[config.mk]
export PLATFORM = sky130hd
export DESIGN_NAME = rgb_pwm_gen
export DESIGN_NICKNAME = d
export VERILOG_FILES = /design/src/rtl/rgb_pwm_gen_pkg.sv /design/src/rtl/pwm_timebase.sv /design/src/rtl/rgb_pwm_gen.sv
export SDC_FILE = /design/constraint.sdc
export NUM_CORES = 1
export LEC_CHECK = 0
export CORE_ASPECT_RATIO = 1.2
export CORE_MARGIN = 2
export CORE_UTILIZATION = 50
export CTS_CLUSTER_DIAMETER = 200
export DETAILED_ROUTE_END_ITERATION = 8
export PLACE_DENSITY = 0.65
export SETUP_SLACK_MARGIN = 0.15
export SLEW_MARGIN = 5
export SYNTH_ARGS = -nofsm -noshare
export SYNTH_HDL_FRONTEND = slang
export SYNTH_SLANG_ARGS = --single-unit
[constraint.sdc]
create_clock -name clk -period 2.4 [get_ports clk]
set_clock_uncertainty 0.15 [all_clocks]
set_input_delay 0.24 -clock clk [delete_from_list [all_inputs] [get_ports clk]]
set_output_delay 0.24 -clock clk [all_outputs]
set_load 0.02 [all_outputs]
[src/rtl/rgb_pwm_gen_pkg.sv]
// Shared constants and types for the RGB PWM output stage.
package rgb_pwm_gen_pkg;

  // Duty word width; also the period counter width.
  localparam int unsigned DUTY_W = 8;

  // Number of LED channels driven by the block.
  localparam int unsigned NUM_CH = 3;

  // Channel select encoding on in_ch.
  localparam logic [1:0] CH_R    = 2'd0;
  localparam logic [1:0] CH_G    = 2'd1;
  localparam logic [1:0] CH_B    = 2'd2;
  localparam logic [1:0] CH_NONE = 2'd3;

  typedef logic [DUTY_W-1:0] duty_t;

endpackage

[src/rtl/pwm_timebase.sv]
// Shared PWM timebase: prescaler, free-running period counter, commit strobe
// and registered period_start pulse.
module pwm_timebase
  import rgb_pwm_gen_pkg::*;
#(
  parameter int unsigned PRESC   = 1,
  parameter duty_t       CNT_MAX = 8'hFF
) (
  input  logic  clk,
  input  logic  rst,
  output duty_t cnt,
  output logic  commit,
  output logic  period_start
);

  localparam logic [15:0] PrescLast = 16'(PRESC - 1);

  logic [15:0] presc_q, presc_d;
  duty_t       cnt_q, cnt_d;
  logic        tick;
  logic        period_start_q;

  // Next-state for prescaler and period counter; commit marks the last step of a period.
  always_comb begin
    tick    = (presc_q == PrescLast);
    presc_d = tick ? 16'd0 : presc_q + 16'd1;
    commit  = tick & (cnt_q == CNT_MAX);
    cnt_d   = cnt_q;
    if (tick) begin
      cnt_d = (cnt_q == CNT_MAX) ? '0 : cnt_q + 1'b1;
    end
  end

  // Timebase state; period_start is high in the cycle the counter has just wrapped to 0.
  always_ff @(posedge clk) begin
    if (rst) begin
      presc_q        <= 16'd0;
      cnt_q          <= '0;
      period_start_q <= 1'b0;
    end else begin
      presc_q        <= presc_d;
      cnt_q          <= cnt_d;
      period_start_q <= commit;
    end
  end

  assign cnt          = cnt_q;
  assign period_start = period_start_q;

endmodule

[src/rtl/rgb_pwm_gen.sv]
// Three-channel PWM output stage. Duty words land in per-channel shadow
// registers and are committed to the active compare registers only at the
// period boundary, so a period never mixes old and new duty.
module rgb_pwm_gen
  import rgb_pwm_gen_pkg::*;
#(
  parameter int unsigned PRESC   = 1,
  parameter duty_t       CNT_MAX = 8'hFF,
  parameter logic        INVERT  = 1'b0
) (
  input  logic        clk,
  input  logic        rst,
  input  logic        in_valid,
  output logic        in_ready,
  input  logic [1:0]  in_ch,
  input  duty_t       in_duty,
  output logic [2:0]  pwm,
  output logic        period_start
);

  duty_t       cnt;
  logic        commit;
  logic [2:0]  pending;
  logic [3:0]  pending_ext;
  logic        accept;

  pwm_timebase #(
    .PRESC   (PRESC),
    .CNT_MAX (CNT_MAX)
  ) u_timebase (
    .clk          (clk),
    .rst          (rst),
    .cnt          (cnt),
    .commit       (commit),
    .period_start (period_start)
  );

  // Channel 3 maps to a permanently clear pending bit so it is always ready.
  assign pending_ext = {1'b0, pending};

  // Handshake: a pending channel stalls until the commit cycle frees it.
  always_comb begin
    in_ready = (in_ch == CH_NONE) | ~pending_ext[in_ch] | commit;
    accept   = in_valid & in_ready & (in_ch != CH_NONE);
  end

  for (genvar i = 0; i < NUM_CH; i++) begin : g_ch
    localparam logic [1:0] ChIdx = 2'(i);

    duty_t shadow_q, shadow_d;
    duty_t active_q, active_d;
    logic  pend_q, pend_d;
    logic  pwm_q, pwm_d;
    logic  wr;

    assign wr = accept & (in_ch == ChIdx);

    // Per-channel next state; a write in the commit cycle stays pending for the next period.
    always_comb begin
      shadow_d = wr ? in_duty : shadow_q;
      active_d = (commit & pend_q) ? shadow_q : active_q;
      if (wr) begin
        pend_d = 1'b1;
      end else if (commit) begin
        pend_d = 1'b0;
      end else begin
        pend_d = pend_q;
      end
      pwm_d = INVERT ^ (cnt < active_q);
    end

    // Per-channel registers; reset drops any pending word and forces the LED off.
    always_ff @(posedge clk) begin
      if (rst) begin
        shadow_q <= '0;
        active_q <= '0;
        pend_q   <= 1'b0;
        pwm_q    <= INVERT;
      end else begin
        shadow_q <= shadow_d;
        active_q <= active_d;
        pend_q   <= pend_d;
        pwm_q    <= pwm_d;
      end
    end

    assign pending[i] = pend_q;
    assign pwm[i]     = pwm_q;
  end

endmodule
==> metrics.txt, run 1 <==
status complete, no violations; vias in the first global route 2578; Max transition margin 43.0%; required time worst endpoint 2550 ps; Residual DRC 0; syn nets around 430; Reg clk slew, reported paths 80 ps; Initial Util 51.8%; Mean Syn Cell Area 9.54 um^2; most common cell after layout, fill and taps aside dfxtp_1; Crit Path Category reg -> reg; # IOs 18; cell area after synthesis 0.00379 mm^2; Clock power frac 40.5%; Worst setup SP type flop; root buf cell clkbuf_8; Logic pwr share 6.4%; FP Rows 34; CTS tree done; switch share 22.2%; PnR worst setup slack 272 ps; most frequent cells in the layout dfxtp_1, nor2_1, mux2i_1, nand2b_1, inv_1; multi-input logic area 0.00200 mm^2; Wirelength per Cell 14.2 um; FF+latch count, synth 79; synth-to-layout area growth 14.6%; FF+latch area between 0.0015 and 0.002 mm^2; First DRT Iteration DRCs 131; Adder-Cell Fraction of Synth Area approximately 7.9%; Setup crit end kind flop; Worst-Margin Slew 855 ps; Floorplan Core Area roughly 0.0073 mm^2; peak fanout along the critical path 7; top cell type by total area after synthesis dfxtp_1; maxcap violations 0; cts-stage hold buffer count 0; Seq/Total Area, Yosys a little over two fifths; Tmin final 2130 ps; Buffers on Ports 17; peak supply drop 0.491 mV; DP Area 0.00413 mm^2; crit share post-route 88.7%; HP Start u_timebase.presc_q[0]; number of clock sinks 79; Place WS between 200 and 250 ps; hold crit path type reg -> reg; hpwl dp 5.17 mm; CTS Buf Count 9; max frequency 0.470 GHz; crit path from u_timebase.cnt[1]; Worst EP arrival 2280 ps; Die H roughly 99 um; Yosys warnings 0; Die W 83.5 um; Simple-Gate Fraction of Synth Area 21.6%; Synth cell types 39; Fin Setup TNS 0 ps; Synth Area in Compound Gates under 10%; LEAKAGE 1.65 nW; layout cell share with drive strength beyond 1 10.3%; initial antenna violation count 0; Synth top area share 41.7%; Mapped Cells around 400; Power Density 588 mW/mm^2; largest family of logic cells by synthesized area simple AND/OR/NAND/NOR gates; Final Util ~60%; clock latency on the worst-skew pair 350 ps; overall routing resource usage 18.7%; Finished Cell Area between 0.004 and 0.005 mm^2; RSZ-0062 raised after global routing no; multiplexer area fraction after synthesis 12.9%; drt first pass iters 4; DRT Wirelength roughly 7.3 mm; total grt overflow 0; # H-tree levels 3; CTS Buffer Depth 2; first-pass GRT wire length 12.4 mm; Final Slew Violations 0; largest net degree at the start of global routing 57; Final Hold Vio Count 0; Finish-stage setup viols 0; internal power between 1.5 and 2 mW; sequential share of power 53.1%; synth top area cells dfxtp_1, mux2i_1, ha_1; xor/xnor share of the synthesized area 4.16%; R2R Path Start u_timebase.cnt[1]; antenna violation net count after detailed routing 0; routed via count 2658; Vias per Instance 5.15; layout net count 460; Inserted Diodes 0; area of the die 0.00829 mm^2; total of fill cells in the finished design 636; routability cong. 0.784; NetSw 567 uW
-- timing repair --
| item | CTS | global route |
|---|---|---|
| setup endpoints to repair | 1 | 48 |
| resized for setup | 4 | 6 |
| buffers inserted | 0 | 1 |
-- critical path: stages (launching register included) --
cell       delay (ps)
dfxtp_1           490
ha_1              290
a21o_1            160
a21oi_1           190
o21ai_0           150
a2111oi_1         470
buf_4             190
-- metal layers --
layer | global-route usage, % | share of wire (%) | vias to the layer above
li1 | - | - | 1377
met1 | 25.4 | 49 | 1220
met2 | 29.8 | 45 | 50
met3 | 2.74 | 3.8 | 11
met4 | 8.06 | 1.9 | 0
met5 | 0 | 0 | -
-- state kept, by name (all words and copies together), names as in the netlist --
signal                   flops
g_ch.active_q               24
g_ch.pend_q                  3
g_ch.pwm_q                   3
g_ch.shadow_q               24
u_timebase.cnt               8
u_timebase.period_start      1
u_timebase.presc_q          16
-- cell type report --
type / count / share of cell area [%]
clock inverter: 5 / 1.73
multi-input combinational: 270 / 46.1
clock buffer: 9 / 2.85
timing repair buffer: 33 / 7.70
inverter: 30 / 2.59
sequential: 79 / 36.5
tap: 90 / 2.59
-- worst paths after layout --
check	to	slack, ps	cells after the start
worst max-delay path	g_ch[0].pwm_q	270	6
worst min register to register	u_timebase.presc_q[0]	300	1
worst min-delay path	u_timebase.presc_q[0]	300	1
worst max register to register	g_ch[0].pwm_q	270	6
-- per-stage QoR --
stage | cells | hold slack [ps] | power (mW)
after floorplan | 397 | 276 | 1.49
after global placement | 501 | 310 | 1.55
after detailed placement | 501 | 313 | 1.55
after CTS | 515 | 324 | 2.58
after global routing | 516 | 336 | 2.65
final | 516 | 304 | 2.55
-- power by group through the flow --
stage / clock network [mW] / registers [mW] / logic, mW
CTS: 1.06 / 1.36 / 0.164
global route: 1.11 / 1.36 / 0.179
global placement: 0 / 1.39 / 0.162
floorplan: 0 / 1.38 / 0.106
finish: 1.04 / 1.36 / 0.163
detailed placement: 0 / 1.39 / 0.164
-- synthesized netlist by cell type --
master and number:
a21boi_1 1, and2_1 3, a21o_1 7, o21ai_0 6, or4_1 1, o211a_1 3
nor4_2 1, a2111oi_0 3, and3_1 3, ha_1 24, nand2b_1 35, dfxtp_1 79
nor3b_1 1, inv_1 30, buf_4 5, xor2_1 10, buf_2 1, xnor2_1 8
mux2i_1 49, nor3_1 5, nand3_4 1, nand4_2 1, nand3b_1 2, clkbuf_1 10
nor4_1 1, o21ai_1 2, nor2_1 51, a21oi_1 10, nand4_1 5, nand2_1 14
nor3_4 3, o311ai_0 1, and4_1 2, nand3_1 13, a211o_1 1, nor4_4 1
buf_6 2, or2b_1 1, nor4b_4 1
-- kinds of logic (layout without fill, tap and decap cells) --
family / after synthesis / count (layout)
AOI/OAI and AO/OA: 34 / 34
xor gates and xnor gates: 18 / 18
adders and majority gates: 24 / 24
buffers and inverters: 48 / 77
DFF: 79 / 79
muxes: 49 / 49
and+or+nand+nor: 145 / 145
Note: power is estimated with default switching activity, not from simulation.
==> run 2, diff against run 1 <==
- CTS_BUF_LIST: default -> sky130_fd_sc_hd__clkbuf_4
- REMOVE_ABC_BUFFERS: default -> 1
==> run 2 against run 1 <==
  * Worst hold slack lost 230 ps
  * Sequential power about the same
  * Clock power fell by 34%
  * Largest power group unchanged
==> metrics.txt, run 2 (synthesized netlist as in run 1, its figures left out) <==
slowest cell on the critical path dfxtp_2 (was dfxtp_1); hold crit path type in -> reg (was reg -> reg); antenna violation net count after detailed routing 0 (unchanged); Reg clk slew, reported paths 130 ps (was 80 ps); Power Density 517 mW/mm^2 (was 588 mW/mm^2); Final Slew Violations 0 (unchanged); status complete, no violations (unchanged); peak fanout along the critical path 7 (unchanged); Finish-stage setup viols 0 (unchanged); Worst setup SP type flop (unchanged); LEAKAGE 1.62 nW (was 1.65 nW); root buf cell clkbuf_4 (was clkbuf_8); Floorplan Core Area 0.00732 mm^2 (unchanged); First DRT Iteration DRCs 106 (was 131); total of fill cells in the finished design 663 (was 636); vias in the first global route 2737 (was 2578); synth-to-layout area growth 12.4% (was 14.6%); most frequent cells in the layout dfxtp_1, nor2_1, mux2i_1, nand2b_1, inv_1 (unchanged); Fin Setup TNS 0 ps (unchanged); Buffers on Ports 17 (unchanged); required time worst endpoint 2010 ps (was 2550 ps); Worst-Margin Slew 640 ps (was 855 ps); overall routing resource usage 19.1% (was 18.7%); routability cong. 0.796 (was 0.784); number of clock sinks 79 (unchanged); routed via count 2710 (was 2658); hpwl dp 5.17 mm (about the same); drt first pass iters 4 (unchanged); cts-stage hold buffer count 0 (unchanged); CTS Buf Count 9 (unchanged); clock latency on the worst-skew pair 410 ps (was 350 ps); Inserted Diodes 0 (unchanged); Die W 83.5 um (unchanged); CTS tree done (unchanged); max frequency 0.466 GHz (was 0.470 GHz); initial antenna violation count 0 (unchanged); Crit Path Category reg -> out (was reg -> reg); FF+latch area 0.00158 mm^2 (about the same); Cell Chain, Critical Path inv_1 > ha_1 > nor4b_4 > and4_4 > nand3_4 > nand2_1 > buf_4 (was ha_1 > a21o_1 > a21oi_1 > o21ai_0 > a2111oi_1 > buf_4); crit share post-route 89.4% (was 88.7%); FP Rows 34 (unchanged); layout net count 466 (was 460); Initial Util 51.8% (unchanged); layout cell share with drive strength beyond 1 12.0% (was 10.3%); # IOs 18 (unchanged); most common cell after layout, fill and taps aside dfxtp_1 (unchanged); Setup crit end kind primary output (was flop); DRT Wirelength 7.23 mm (was 7.33 mm); Top Registers g_ch.active_q x24, g_ch.shadow_q x24, u_timebase.presc_q x16 (unchanged); Final Hold Vio Count 0 (unchanged); maxcap violations 0 (unchanged); multi-input logic area 0.00200 mm^2 (about the same); Tmin final 2150 ps (was 2130 ps); Vias per Instance 5.17 (was 5.15); area of the die 0.00829 mm^2 (unchanged); Residual DRC 0 (unchanged); Max transition margin 57.3% (was 43.0%); first-pass GRT wire length 12.6 mm (was 12.4 mm); RSZ-0062 raised after global routing yes (was no); largest net degree at the start of global routing 24 (was 57); Die H 99.4 um (unchanged); peak supply drop 0.282 mV (was 0.491 mV); CTS Buffer Depth 2 (unchanged); total grt overflow 0 (unchanged); # H-tree levels 3 (unchanged); total design power 2.20 mW (was 2.55 mW); Worst path max stage delay 360 ps (was 490 ps); Worst EP arrival 1760 ps (was 2280 ps); Wirelength per Cell 13.8 um (was 14.2 um)
run 2: metal layers:
metal  track usage (%)  vias to the layer above  share of wire (%)
met4              8.93                        0                2.1
met1              23.8                     1255                 46
met5                 0                        -                  0
met2              32.9                       41                 49
met3              2.74                       12                2.4
li1                  -                     1402                  -
run 2: critical path, delay by kind of cell, from the launching register on:
family | cells | cell delay, ps
fa+ha+maj | 1 | 130
buf+inv | 2 | 180
flops | 1 | 360
simple gates | 4 | 670
run 2: final cells by class:
type,count,share of cell area (%)
repair buffers,39,7.99
clock inverters,6,0.881
inverters,30,2.64
well taps,90,2.64
multi-input cells,270,46.9
flip-flops and latches,79,37.2
clock buffers,10,1.76
run 2: report_power, final:
part	leakage, nW	internal [mW]	switching, mW	total [mW]
clock network	0.0582	0.219	0.465	0.683
registers	0.640	1.34	0.0129	1.35
logic	0.925	0.0837	0.0857	0.169
total	1.62	1.64	0.563	2.20
run 2: path summary, 6_finish.rpt:
kind,start,slack [ps],end,cells past startpoint
max,u_timebase.presc_q[0],250,in_ready,7
min,rst,80,g_ch[0].active_q[3],2
max reg2reg,u_timebase.presc_q[0],270,g_ch[0].shadow_q[0],9
min reg2reg,u_timebase.presc_q[0],300,u_timebase.presc_q[0],1
run 2: repair_timing:
action                     in CTS  in global routing
setup buffers                   2                  2
setup endpoints to repair       1                  3
resized for setup               7                  3
gates cloned                    0                  0
run 2: metrics by stage:
| stage | hold WS [ps] | area (um^2) | util (%) | instances | worst slack (ps) |
|---|---|---|---|---|---|
| after floorplan | 159 | 3690 | - | 379 | 89.6 |
| after global placement | 307 | 4110 | 56.2 | 504 | 174 |
| after detailed placement | 309 | 4110 | 56.2 | 504 | 160 |
| after CTS | 45.1 | 4240 | 57.9 | 522 | 191 |
| after global routing | 63.7 | 4260 | 58.2 | 524 | 146 |
| final | 77.4 | 4260 | 58.2 | 524 | 254 |
